**src/rtl/cpu_pkg.sv**
```systemverilog
// Shared opcode, skip-condition and FSM state definitions for the fetch/decode front end.
package cpu_pkg;

  localparam int unsigned OPC_W = 4;
  localparam int unsigned SKC_W = 2;

  localparam logic [OPC_W-1:0] OP_SKIP = 4'hE;
  localparam logic [OPC_W-1:0] OP_HLT  = 4'hF;

  typedef enum logic [SKC_W-1:0] {
    SKC_NEG   = 2'b00,
    SKC_ZERO  = 2'b01,
    SKC_POS   = 2'b10,
    SKC_NEVER = 2'b11
  } skip_cond_t;

  typedef enum logic [2:0] {
    FETCH      = 3'd0,
    DECODE     = 3'd1,
    ISSUE_EXEC = 3'd2,
    ISSUE_SKIP = 3'd3,
    HALT       = 3'd4
  } fd_state_t;

endpackage

```
**src/rtl/instr_decoder.sv**
```systemverilog
// Combinational decode of the opcode and skip-condition field (top bits of the instruction word).
module instr_decoder
  import cpu_pkg::*;
(
  input  logic [OPC_W+SKC_W-1:0] instr_hi_i,
  output logic                   is_skip_c,
  output logic                   is_halt_c,
  output skip_cond_t             skip_cond_c
);

  logic [OPC_W-1:0] opcode;

  always_comb begin
    opcode      = instr_hi_i[OPC_W+SKC_W-1:SKC_W];
    is_skip_c   = (opcode == OP_SKIP);
    is_halt_c   = (opcode == OP_HLT);
    skip_cond_c = skip_cond_t'(instr_hi_i[SKC_W-1:0]);
  end

endmodule

```
**src/rtl/fetch_decode_unit.sv**
```systemverilog
// PC owner: fetches over req/ack, decodes, issues to execute or skip stage.
// Optional PC_WRAP_TRAP_EN: PC increment from all-ones halts instead of wrapping.
module fetch_decode_unit
  import cpu_pkg::*;
#(
  parameter int unsigned       ADDR_W   = 12,
  parameter int unsigned       DATA_W   = 16,
  parameter logic [ADDR_W-1:0] RESET_PC = '0
) (
  input  logic              clk,
  input  logic              rst,
  output logic              mem_req,
  output logic [ADDR_W-1:0] mem_addr,
  input  logic              mem_ack,
  input  logic [DATA_W-1:0] mem_rdata,
  output logic [DATA_W-1:0] ir,
  output logic              exec_valid,
  input  logic              exec_ready,
  input  logic              branch_valid,
  input  logic [ADDR_W-1:0] branch_target,
  output logic              skip_valid,
  output logic [1:0]        skip_cond,
  input  logic              skip_done,
  input  logic              skip_taken,
  output logic              halted
);

`ifdef PC_WRAP_TRAP_EN
  localparam bit TRAP_EN = 1'b1;
`else
  localparam bit TRAP_EN = 1'b0;
`endif

  fd_state_t         state_q, state_d;
  logic [ADDR_W-1:0] pc_q, pc_d;
  logic [DATA_W-1:0] ir_q, ir_d;
  logic              mem_req_q, mem_req_d;
  logic [ADDR_W-1:0] mem_addr_q, mem_addr_d;
  logic              exec_valid_q, exec_valid_d;
  logic              skip_valid_q, skip_valid_d;
  skip_cond_t        skip_cond_q, skip_cond_d;
  logic              halted_q, halted_d;

  logic              dec_is_skip;
  logic              dec_is_halt;
  skip_cond_t        dec_cond;
  logic              pc_at_max;

  instr_decoder u_dec (
    .instr_hi_i  (ir_q[DATA_W-1 -: (OPC_W+SKC_W)]),
    .is_skip_c   (dec_is_skip),
    .is_halt_c   (dec_is_halt),
    .skip_cond_c (dec_cond)
  );

  assign pc_at_max = (pc_q == {ADDR_W{1'b1}});

  // Next state / PC; registered outputs are derived from the next state so they align with it.
  always_comb begin
    state_d = state_q;
    pc_d    = pc_q;
    ir_d    = ir_q;

    unique case (state_q)
      FETCH: begin
        // mem_req_q gates the ack so the idle cycle right after reset cannot accept data
        if (mem_req_q && mem_ack) begin
          ir_d = mem_rdata;
          if (TRAP_EN && pc_at_max) begin
            state_d = HALT;
          end else begin
            pc_d    = pc_q + ADDR_W'(1);
            state_d = DECODE;
          end
        end
      end
      DECODE: begin
        if (dec_is_skip)      state_d = ISSUE_SKIP;
        else if (dec_is_halt) state_d = HALT;
        else                  state_d = ISSUE_EXEC;
      end
      ISSUE_EXEC: begin
        if (exec_ready) begin
          if (branch_valid) pc_d = branch_target;
          state_d = FETCH;
        end
      end
      ISSUE_SKIP: begin
        if (skip_done) begin
          state_d = FETCH;
          if (skip_taken && (skip_cond_q != SKC_NEVER)) begin
            if (TRAP_EN && pc_at_max) state_d = HALT;
            else                      pc_d    = pc_q + ADDR_W'(1);
          end
        end
      end
      HALT: begin
        state_d = HALT;
      end
      default: begin
        state_d = FETCH;
      end
    endcase

    mem_req_d    = (state_d == FETCH);
    mem_addr_d   = mem_req_d ? pc_d : '0;
    exec_valid_d = (state_d == ISSUE_EXEC);
    skip_valid_d = (state_d == ISSUE_SKIP);
    skip_cond_d  = skip_valid_d ? dec_cond : SKC_NEG;
    halted_d     = (state_d == HALT);
  end

  always_ff @(posedge clk or negedge rst) begin
    if (!rst) begin
      state_q      <= FETCH;
      pc_q         <= RESET_PC;
      ir_q         <= '0;
      mem_req_q    <= 1'b0;
      mem_addr_q   <= '0;
      exec_valid_q <= 1'b0;
      skip_valid_q <= 1'b0;
      skip_cond_q  <= SKC_NEG;
      halted_q     <= 1'b0;
    end else begin
      state_q      <= state_d;
      pc_q         <= pc_d;
      ir_q         <= ir_d;
      mem_req_q    <= mem_req_d;
      mem_addr_q   <= mem_addr_d;
      exec_valid_q <= exec_valid_d;
      skip_valid_q <= skip_valid_d;
      skip_cond_q  <= skip_cond_d;
      halted_q     <= halted_d;
    end
  end

  assign mem_req    = mem_req_q;
  assign mem_addr   = mem_addr_q;
  assign ir         = ir_q;
  assign exec_valid = exec_valid_q;
  assign skip_valid = skip_valid_q;
  assign skip_cond  = skip_cond_q;
  assign halted     = halted_q;

endmodule

```
**config.mk**
```make
export PLATFORM = sky130hd
export DESIGN_NAME = fetch_decode_unit
export DESIGN_NICKNAME = d
export VERILOG_FILES = /design/src/rtl/cpu_pkg.sv /design/src/rtl/instr_decoder.sv /design/src/rtl/fetch_decode_unit.sv
export SDC_FILE = /design/constraint.sdc
export NUM_CORES = 1
export LEC_CHECK = 0
export ABC_AREA = 1
export CAP_MARGIN = 20
export CORE_UTILIZATION = 44
export CTS_BUF_LIST = sky130_fd_sc_hd__clkbuf_2
export DETAILED_ROUTE_END_ITERATION = 8
export GPL_TIMING_DRIVEN = 0
export PLACE_DENSITY_LB_ADDON = 0.15
export SYNTH_ARGS = -nofsm -noshare
export SYNTH_HDL_FRONTEND = slang
export SYNTH_SLANG_ARGS = --single-unit
```
**constraint.sdc**
```tcl
create_clock -name clk -period 1.25 [get_ports clk]
set_clock_uncertainty 0.05 [all_clocks]
set_input_delay 0.3125 -clock clk [delete_from_list [all_inputs] [get_ports clk]]
set_output_delay 0.3125 -clock clk [all_outputs]
set_load 0.02 [all_outputs]
```
==> metrics.md <==
| Metric | Value |
|---|---|
| Seq cells post-synth | 49 |
| Minimum clock period | 1520 ps |
| HP Class | input port to asynchronous set/reset pin |
| Relative slew slack | 66.3% |
| Post-Synth Adder-Cell Area | 0.541% |
| Post-Syn Nets | 315 |
| Mapped cell area | between 0.002 and 0.0025 mm2 |
| First-pass GRT wire length | about 9 mm |
| Synth unique cells | 29 |
| Fin area | 0.00376 mm2 |
| H-tree lvl count | 2 |
| Crit Path Category | flip-flop to flip-flop |
| Top post-synthesis cells by area | dfrtp_1 (53%), nand2_1 (18%), inv_1 (4.7%) |
| Worst-Margin Slew | about 500 ps |
| Setup violators final | 80 |
| Share of cells above drive strength 1 | 43.6% |
| Wire per inst | 13.5 um |
| Nets | ~420 |
| Vias/cell | 4.88 |
| Combinational family with the most area after synthesis | simple AND/OR/NAND/NOR gates |
| Vias | between 2,000 and 2,500 |
| Final core utilization | 74.0% |
| CTS tree | done |
| Final RePlAce weighted congestion | 0.820 |
| Most frequent cells in the layout | nand2_1 (79), buf_6 (42), dfrtp_1 (41) |
| Critical path's top delay family | flip-flops |
| WP depth | 8 |
| DP Area | 0.00312 mm2 |
| Compound-Gate Fraction of Synth Area | between 10% and 20% |
| Type of origin of the critical path | flip-flop |
| Number of global-route vias before repair | 2,089 |
| Ys flop type | dfrtp_1 |
| Synthesis-to-finish area growth | 62.3% |
| Clock-pin slew on the worst setup and hold paths | 230 ps |
| Post-route worst setup slack | -266 ps |
| Final hold vios | 0 |
| Initial Util | between 40% and 50% |
| Floorplan row count | 26 |
| Status | complete, but fails checks |
| Violated checks | negative setup slack |
| Tcrit/Tclk final | 121% |
| CP Cell Sequence | buf_6 -> nor2_2 -> nand3_2 -> nand2_4 -> nor2_4 -> o21ai_1 -> nand2_1 -> a21oi_2 |
| RSZ-0062 raised after global routing | yes |
| Dominant cell type by area after synthesis | dfrtp_1 |
| Worst vdd ir | approximately 1.3 mV |
| Die Y | roughly 75 um |
| DR pass1 iterations | 4 |
| Gr ovfl total | 0 |
| Fmax achieved | approximately 660 MHz |
| EDFF count, synth | 0 |
| Port Buffer Count | 68 |
| Largest net degree at the start of global routing | 29 |
| N_diodes | 0 |
| CP Data Arrival Time | 1850 ps |
| Synth Area per Inst | 8.30 um2 |
| Initial drt markers | 77 |
| Slew Viols, Final | 0 |
| Fillers | 390 |
| DRC errors left | 0 |
| Simple-gate area share of the yosys netlist | 28.6% |
| Clock sink count | just under 50 |
| Leading cell type in the layout, fill and taps excluded | nand2_1 |
| Worst R2R End | mem_addr[2]$_DFF_PN0_ |
| Initial antenna violation count | 0 |
| TNS Setup | -11,780 ps |
| Clock Path Buffers | 2 |
| CP Capture Type | flip-flop |
| Power Dens Cells | 2290 mW/mm2 |
| Synth warn | 0 |
| Clock latency on the worst-skew pair | 420 ps |
| Reg2Reg Depth | 8 |
| Root Buffer | clkbuf_2 |
| Critical Path RT | ~1600 ps |
| Fin cells | roughly 450 |
| Total leakage power | 1.84 nW |
| Total Wirelength | between 6 and 7 mm |
| Total track usage | 22.2% |
| Worst reg2reg setup slack | -270 ps |
| Post-synthesis mux area share | 0% |
| CTS Buf Count | 5 |
| Worst Path Buf+Inv | 1 |
| Register area share after synthesis | 53.0% |
| Critical-path maximum fanout | 5 |
| Placed Instances | 418 |
| Worst r2r src | state_q[2]$_DFF_PN0_ |
| XOR/XNOR Fraction of Synth Area | 0% |
| Die width | 74.5 um |
| Post-synth ARST share | 100% |
| Mapped Cells | 279 |
| Remaining antenna violation count | 0 |
| Die area | 0.00555 mm2 |
| Post-Place Setup Slack | -581 ps |
| Largest stage delay on the critical path | between 500 and 600 ps |
| I/O pin cnt | 69 |
| Top cell type's share of synthesized area | a little over half |
| CORE AREA | 0.00507 mm2 |
| Post-DP HPWL | a little under 4 mm |
| Slowest CP cell | dfrtp_2 |
| Number of max-cap violations | 0 |
==> what timing repair did <==
item                                    CTS  global route
gates resized for setup                 252            45
hold buffers                              1             0
hold endpoints to repair                 21             0
endpoints found under the setup margin   76            80
setup buffers                            14             7
pin swaps                                 8            23
cloned                                    3             2
==> cells in the mapped netlist, drive strengths merged, types with 2 or more instances <==
cell type / instances
nand2: 110
dfrtp: 49
inv: 31
nor2: 29
a21oi: 15
nand3: 11
o21ai: 9
a22oi: 7
buf: 5
a21boi: 4
nor3: 3
nand4: 2
==> state kept, by name (all words and copies together), names as in the netlist, 2 cells and up <==
| register | flops |
|---|---|
| skip_cond | 2 |
| ir | 16 |
| pc_q | 12 |
| state_q | 3 |
| mem_addr | 12 |
==> worst max path at each step <==
stage                                    start                endpoint
after floorplan           state_q[1]$_DFF_PN0_   mem_addr[3]$_DFF_PN0_
after global placement                     rst       mem_req$_DFF_PN0_
after detailed placement             skip_done   mem_addr[3]$_DFF_PN0_
after CTS                 state_q[1]$_DFF_PN0_  mem_addr[10]$_DFF_PN0_
after global routing      state_q[1]$_DFF_PN0_   mem_addr[6]$_DFF_PN0_
final                     state_q[2]$_DFF_PN0_   mem_addr[2]$_DFF_PN0_
==> cell type report <==
cell class	instances	area, um2	area share (%)
Buffer	6	72.6	1.93
Clock buffer	7	35.0	0.933
Clock inverter	1	3.75	0.0999
Inverter	31	121	3.23
Multi-Input combinational cell	194	1200	31.9
Sequential cell	49	1240	32.9
Tap cell	70	87.6	2.33
Timing Repair Buffer	95	1000	26.7
==> power breakdown <==
group	internal, W	leakage (nW)	switching, W
Sequential	0.00220	0.630	0.000502
Clock	0.000150	0.0306	0.000488
Combinational	0.00251	1.18	0.00274
==> logic make-up (layout without fill, tap and decap cells) <==
family                   count (synthesis)  count (layout)
adder cells (fa/ha/maj)                  1               1
flip-flops                              49              49
buffers and inverters                   37             140
AO/OA/AOI/OAI                           36              36
AND/OR/NAND/NOR                        156             157
==> stage by stage <==
step	hold WS [ps]	power (W)
5_1_grt	320	0.00911
4_1_cts	301	0.00806
3_5_place_dp	262	0.00630
6_report	316	0.00859
2_1_floorplan	-33.1	0.00486
3_3_place_gp	412	0.00623
==> per-layer routing <==
layer / global-route usage, % / routed length (um) / up-vias
met3: 5.69 / 354 / 11
met4: 7.76 / 95 / 0
met2: 36.8 / 3020 / 61
met5: 0 / 0 / -
li1: - / - / 1079
met1: 28.1 / 2630 / 1058
(Power assumes the default switching activity.)
==> edit 1 (same flow settings) <==
`ADDR_W`: 12 -> 10.
--- a/src/rtl/fetch_decode_unit.sv
+++ b/src/rtl/fetch_decode_unit.sv
@@ -3,7 +3,7 @@
 module fetch_decode_unit
   import cpu_pkg::*;
 #(
-  parameter int unsigned       ADDR_W   = 12,
+  parameter int unsigned       ADDR_W   = 10,
   parameter int unsigned       DATA_W   = 16,
   parameter logic [ADDR_W-1:0] RESET_PC = '0
 ) (
Interface: changed (resized branch_target and mem_addr); port bits go from 69 to 65. No check against the original RTL was run, so the function may have changed too.
==> edit 1 against the original RTL <==
- the run still ends with negative setup slack left
- global-route usage up 0.64 points
- wire length down 1.7%
- power down 1.1%
- sequential power down 5%
- area after synthesis down 4.9%
- setup slack worse by 0.064 ns
- worst hold slack worse by 0.059 ns
- sequential cell count down 4
- cell area down 5.2%
- critical path type unchanged
- largest power group unchanged
- highest routed layer unchanged
==> edit 1: results (changes against the original RTL) <==
| Metric | Value |
|---|---|
| Biggest area contributors in the synthesized netlist | sky130_fd_sc_hd__dfrtp_1 (51%), sky130_fd_sc_hd__nand2_1 (17%), sky130_fd_sc_hd__inv_1 (6.3%), sky130_fd_sc_hd__nor2_1 (4.8%), sky130_fd_sc_hd__a21oi_1 (2.7%) |
| Part of the Yosys area used for sequential elements | 51.1% (-1.8 points) |
| Final HPWL from detailed placement | 3.52 mm (-9.0%) |
| R2R Path Start | state_q[1] |
| Family with the most delay on the worst path | simple AND/OR/NAND/NOR gates |
| Met2 layer usage reported by global route | 37.9% (+1.1 points) |
| Worst slack after detailed placement | -0.540 ns (+0.0403 ns) |
| End of the worst register-to-register path | mem_addr[1] |
| Result of the run | finished with violations |
| Instance area after placement | 2960 um2 (-5.2%) |
| Worst-margin pin slew | 0.396 ns (-0.109 ns) |
| Wire length on met1 | 2.37 mm (-9.6%) |
| Final-layout worst hold slack | 0.258 ns (-0.0587 ns) |
| Summed area of non-filler cells in the final layout | 3560 um2 (-5.2%) |
| Failing checks | negative setup slack |
| P_leak | 1.80 nW (-2.2%) |
| Overall routed net length | 5.99 mm (-1.7%) |
| Largest vdd supply drop | 1.26 mV (+0.12%) |
| Finish-stage setup viols | 72 (-10%) |
| Net count after synthesis | 310 (-1.6%) |
| Post-placement cell count | 408 (-2.4%) |
| Part of the power in the clock network | 12.0% (+4.6 points) |
| Power in sequential cells | 2.57 mW (-5%) |
| Global-route total usage across every layer | 22.8% (+0.64 points) |
| Setup Total Neg Slack | -13.36 ns (-1.58 ns) |
| Worst path setup slack after routing | -0.330 ns (-0.0642 ns) |
-- edit 1: cell count changes after synthesis, moves of 3 or more --
| cell | unedited run | this run |
|---|---|---|
| sky130_fd_sc_hd__nor2_4 | 1 | 5 |
| sky130_fd_sc_hd__nand2_2 | 1 | 8 |
| sky130_fd_sc_hd__inv_1 | 29 | 37 |
| sky130_fd_sc_hd__a21oi_2 | 9 | 2 |
| sky130_fd_sc_hd__nand2_1 | 109 | 100 |
| sky130_fd_sc_hd__a22oi_1 | 7 | 0 |
| sky130_fd_sc_hd__dfrtp_1 | 49 | 45 |
| sky130_fd_sc_hd__buf_6 | 3 | 0 |
| sky130_fd_sc_hd__nor2_1 | 24 | 28 |
| sky130_fd_sc_hd__a21oi_1 | 6 | 12 |
-- edit 1: repair_timing --
item | in CTS | in global routing
gates resized for setup | 243 | 42
endpoints found under the hold margin | 15 | 0
pin swaps | 12 | 18
hold buffers | 1 | 0
buffers inserted | 10 | 6
cloned | 3 | 2
setup endpoints to repair | 72 | 72
==> edit 2 (same flow settings) <==
Without the edit above. The 5 states of `fd_state_t` get a one-hot encoding in 5 bits.
--- a/src/rtl/cpu_pkg.sv
+++ b/src/rtl/cpu_pkg.sv
@@ -14,12 +14,12 @@
     SKC_NEVER = 2'b11
   } skip_cond_t;
 
-  typedef enum logic [2:0] {
-    FETCH      = 3'd0,
-    DECODE     = 3'd1,
-    ISSUE_EXEC = 3'd2,
-    ISSUE_SKIP = 3'd3,
-    HALT       = 3'd4
+  typedef enum logic [4:0] {
+    FETCH      = 5'b00001,
+    DECODE     = 5'b00010,
+    ISSUE_EXEC = 5'b00100,
+    ISSUE_SKIP = 5'b01000,
+    HALT       = 5'b10000
   } fd_state_t;
 
 endpackage
Check against the original RTL: same outputs for any inputs over 10 cycles, from zero or initial values and one cycle with rst low; not proved beyond that.
==> edit 2 against the original RTL <==
- the flow still finishes with violations (negative setup slack)
- non-clock buffer count rose by 11
- cell area rose by 11%
- combinational power rose by 16%
- count of clock-buffer cells in the layout fell by 2
- area after synthesis rose by 6.6%
- setup slack got worse by 0.23 ns
- sequential cell count rose by 2
- power rose by 12%
- wire length rose by 35%
- critical path type unchanged
- largest power group unchanged
==> edit 2: results (changes against the original RTL) <==
| Metric | Value |
|---|---|
| Final HPWL from detailed placement | 4.15 mm (+7.4%) |
| Fraction of layout instances using a drive strength above 1 | 44.9% (+1.3 points) |
| Max-Slew Margin vs Limit | 73.0% (+6.7 points) |
| Class of the worst hold path | in -> async |
| Failing checks | negative setup slack |
| Part of the Yosys area used for sequential elements | 51.7% (-1.2 points) |
| TritonRoute pass-1 iters | 4 (unchanged) |
| Distinct cell type count of the synthesized netlist | 30 (+3.4%) |
| Global-route total usage across every layer | 23.4% (+1.2 points) |
| WP data arrival | 2.12 ns (+0.27 ns) |
| Last weighted congestion value of the routability-driven placer | 0.799 (-2.6%) |
| Via density per instance | 5.41 (+11%) |
| Total count of max-transition violations in the final report | 0 (unchanged) |
| GR Overflow Total | 0 (unchanged) |
| Clk slew on worst S/H paths | 0.31 ns (+0.08 ns) |
| Initial antenna violation count | 0 (unchanged) |
| Antenna Cells | 0 (unchanged) |
| Largest vdd supply drop | 1.29 mV (+2.5%) |
| Final cell count without fillers | 484 (+6.8%) |
| Root buffer selected by CTS | sky130_fd_sc_hd__clkbuf_2 |
| Instance area after placement | 3300 um2 (+5.7%) |
| Count of filler cells inserted in the layout | 335 (-14%) |
| Flip-flop count of the largest register, all copies and words added | 16 (unchanged) |
| Clk buf depth | 2 (unchanged) |
| Finish-stage setup viols | 85 (+6.3%) |
| Clock network latency to the later pin of the worst-skew pair | 0.49 ns (+0.07 ns) |
| Result of the run | finished with violations |
| Setup crit start | state_q[1] |
| Global-route wire length before repair | 10.9 mm (+18%) |
| Via count of the first global-routing pass | 2367 (+13%) |
| Yosys synthesis warning count | 0 (unchanged) |
| Pin count of the biggest net entering global routing | 37 (+28%) |
| Top post-synthesis cells by count | sky130_fd_sc_hd__nand2_1 (111), sky130_fd_sc_hd__dfrtp_1 (50), sky130_fd_sc_hd__nor2_1 (22), sky130_fd_sc_hd__inv_1 (20), sky130_fd_sc_hd__nand3_1 (17) |
| Count of flip-flops with a built-in enable after synthesis | 0 (unchanged) |
| Biggest area contributors in the synthesized netlist | sky130_fd_sc_hd__dfrtp_1 (51%), sky130_fd_sc_hd__nand2_1 (17%), sky130_fd_sc_hd__nand3_1 (3.4%), sky130_fd_sc_hd__nor2_1 (3.3%), sky130_fd_sc_hd__a21oi_2 (3.2%) |
| Port Buf Inserts | 68 (unchanged) |
| CP max FO | 6 (+1) |
| Asr flop ratio synth | 100% (unchanged) |
| Post-placement cell count | 436 (+4.3%) |
| Clock buffer count from CTS | 5 (unchanged) |
| Average wire per standard cell | 17.0 um (+26%) |
| First DRT Iteration DRCs | 203 (+160%) |
| Worst path setup slack after routing | -0.499 ns (-0.233 ns) |
| Total number of nets in the final design | 449 (+7.4%) |
| Register-to-Register Path Depth | 8 (unchanged) |
| P_leak | 2.07 nW (+12%) |
| Number of levels the H-tree was split into | 2 (unchanged) |
| Post-Syn Instances | 297 (+6.5%) |
| Net count after synthesis | 333 (+5.7%) |
## edit 2: final cells by class
class                   count  area share [%]
clock inverters             3            1.14
repair buffers            106            26.5
clock buffers               5           0.599
plain buffers               6            2.07
multi-input cells         217            34.2
flip-flops and latches     51            30.6
inverters                  26            2.84
well taps                  70            2.10
## edit 2: kinds of logic (layout without fill, tap and decap cells)
group           Yosys count  after routing  synth area share (%)
compound gates           40             40                  10.9
xor+xnor                  1              1                 0.355
fa+ha+maj                 1              1                 0.507
buf+inv                  32            146                  5.47
flops                    51             51                  51.7
simple gates            172            175                  31.0
## edit 2: where the power goes
part / leakage, nW / internal (mW) / switching [mW] / total (mW)
registers: 0.668 / 2.18 / 0.451 / 2.63
clock network: 0.0436 / 0.350 / 0.602 / 0.952
logic: 1.36 / 2.80 / 3.27 / 6.07
total: 2.07 / 5.33 / 4.32 / 9.66
## edit 2: worst max-delay path: stages (launching register included)
cell                        delay (ns)
sky130_fd_sc_hd__dfrtp_1          0.48
sky130_fd_sc_hd__nor2_4           0.22
sky130_fd_sc_hd__nand4_4          0.22
sky130_fd_sc_hd__o21ai_2          0.20
sky130_fd_sc_hd__nor2_2           0.07
sky130_fd_sc_hd__o21ai_4          0.09
sky130_fd_sc_hd__inv_4            0.08
sky130_fd_sc_hd__clkbuf_16        0.17
sky130_fd_sc_hd__a21oi_2          0.11
## edit 2: what timing repair did
item                                    CTS  global route
resized for setup                       240            88
pin swaps                                 8            23
cloned                                    3             5
hold buffers                              1             0
endpoints found under the setup margin   82            85
buffers inserted                         20            11
endpoints found under the hold margin    15             0
## edit 2: worst paths after layout
check / endpoint / slack, ns
max: mem_addr[1] / -0.50
max reg2reg: mem_addr[1] / -0.50
min reg2reg: ir[5] / 0.50
max in group asynchronous: state_q[0] / 0.36
min in group clk: exec_valid / 0.19
min: ir[11] / 0.16
## edit 2: routing by layer
metal / vias up / track usage (%) / wire length (um)
met5: - / 0 / 0
met4: 0 / 8.85 / 244
met3: 21 / 4.64 / 489
met2: 127 / 39.6 / 4350
met1: 1279 / 29.4 / 3130
li1: 1193 / - / -
## edit 2: per-stage QoR
stage | total power [mW] | setup WS, ns | TNS [ns] | util (%)
2_1_floorplan | 4.92 | -0.207 | -6.84 | -
3_3_place_gp | 6.23 | -1.91 | -111.58 | 62.3
3_5_place_dp | 6.30 | -0.813 | -24.87 | 62.6
4_1_cts | 8.14 | -0.362 | -19.00 | 70.5
5_1_grt | 10.1 | -0.598 | -30.22 | 79.3
6_report | 9.66 | -0.499 | -25.64 | 79.3
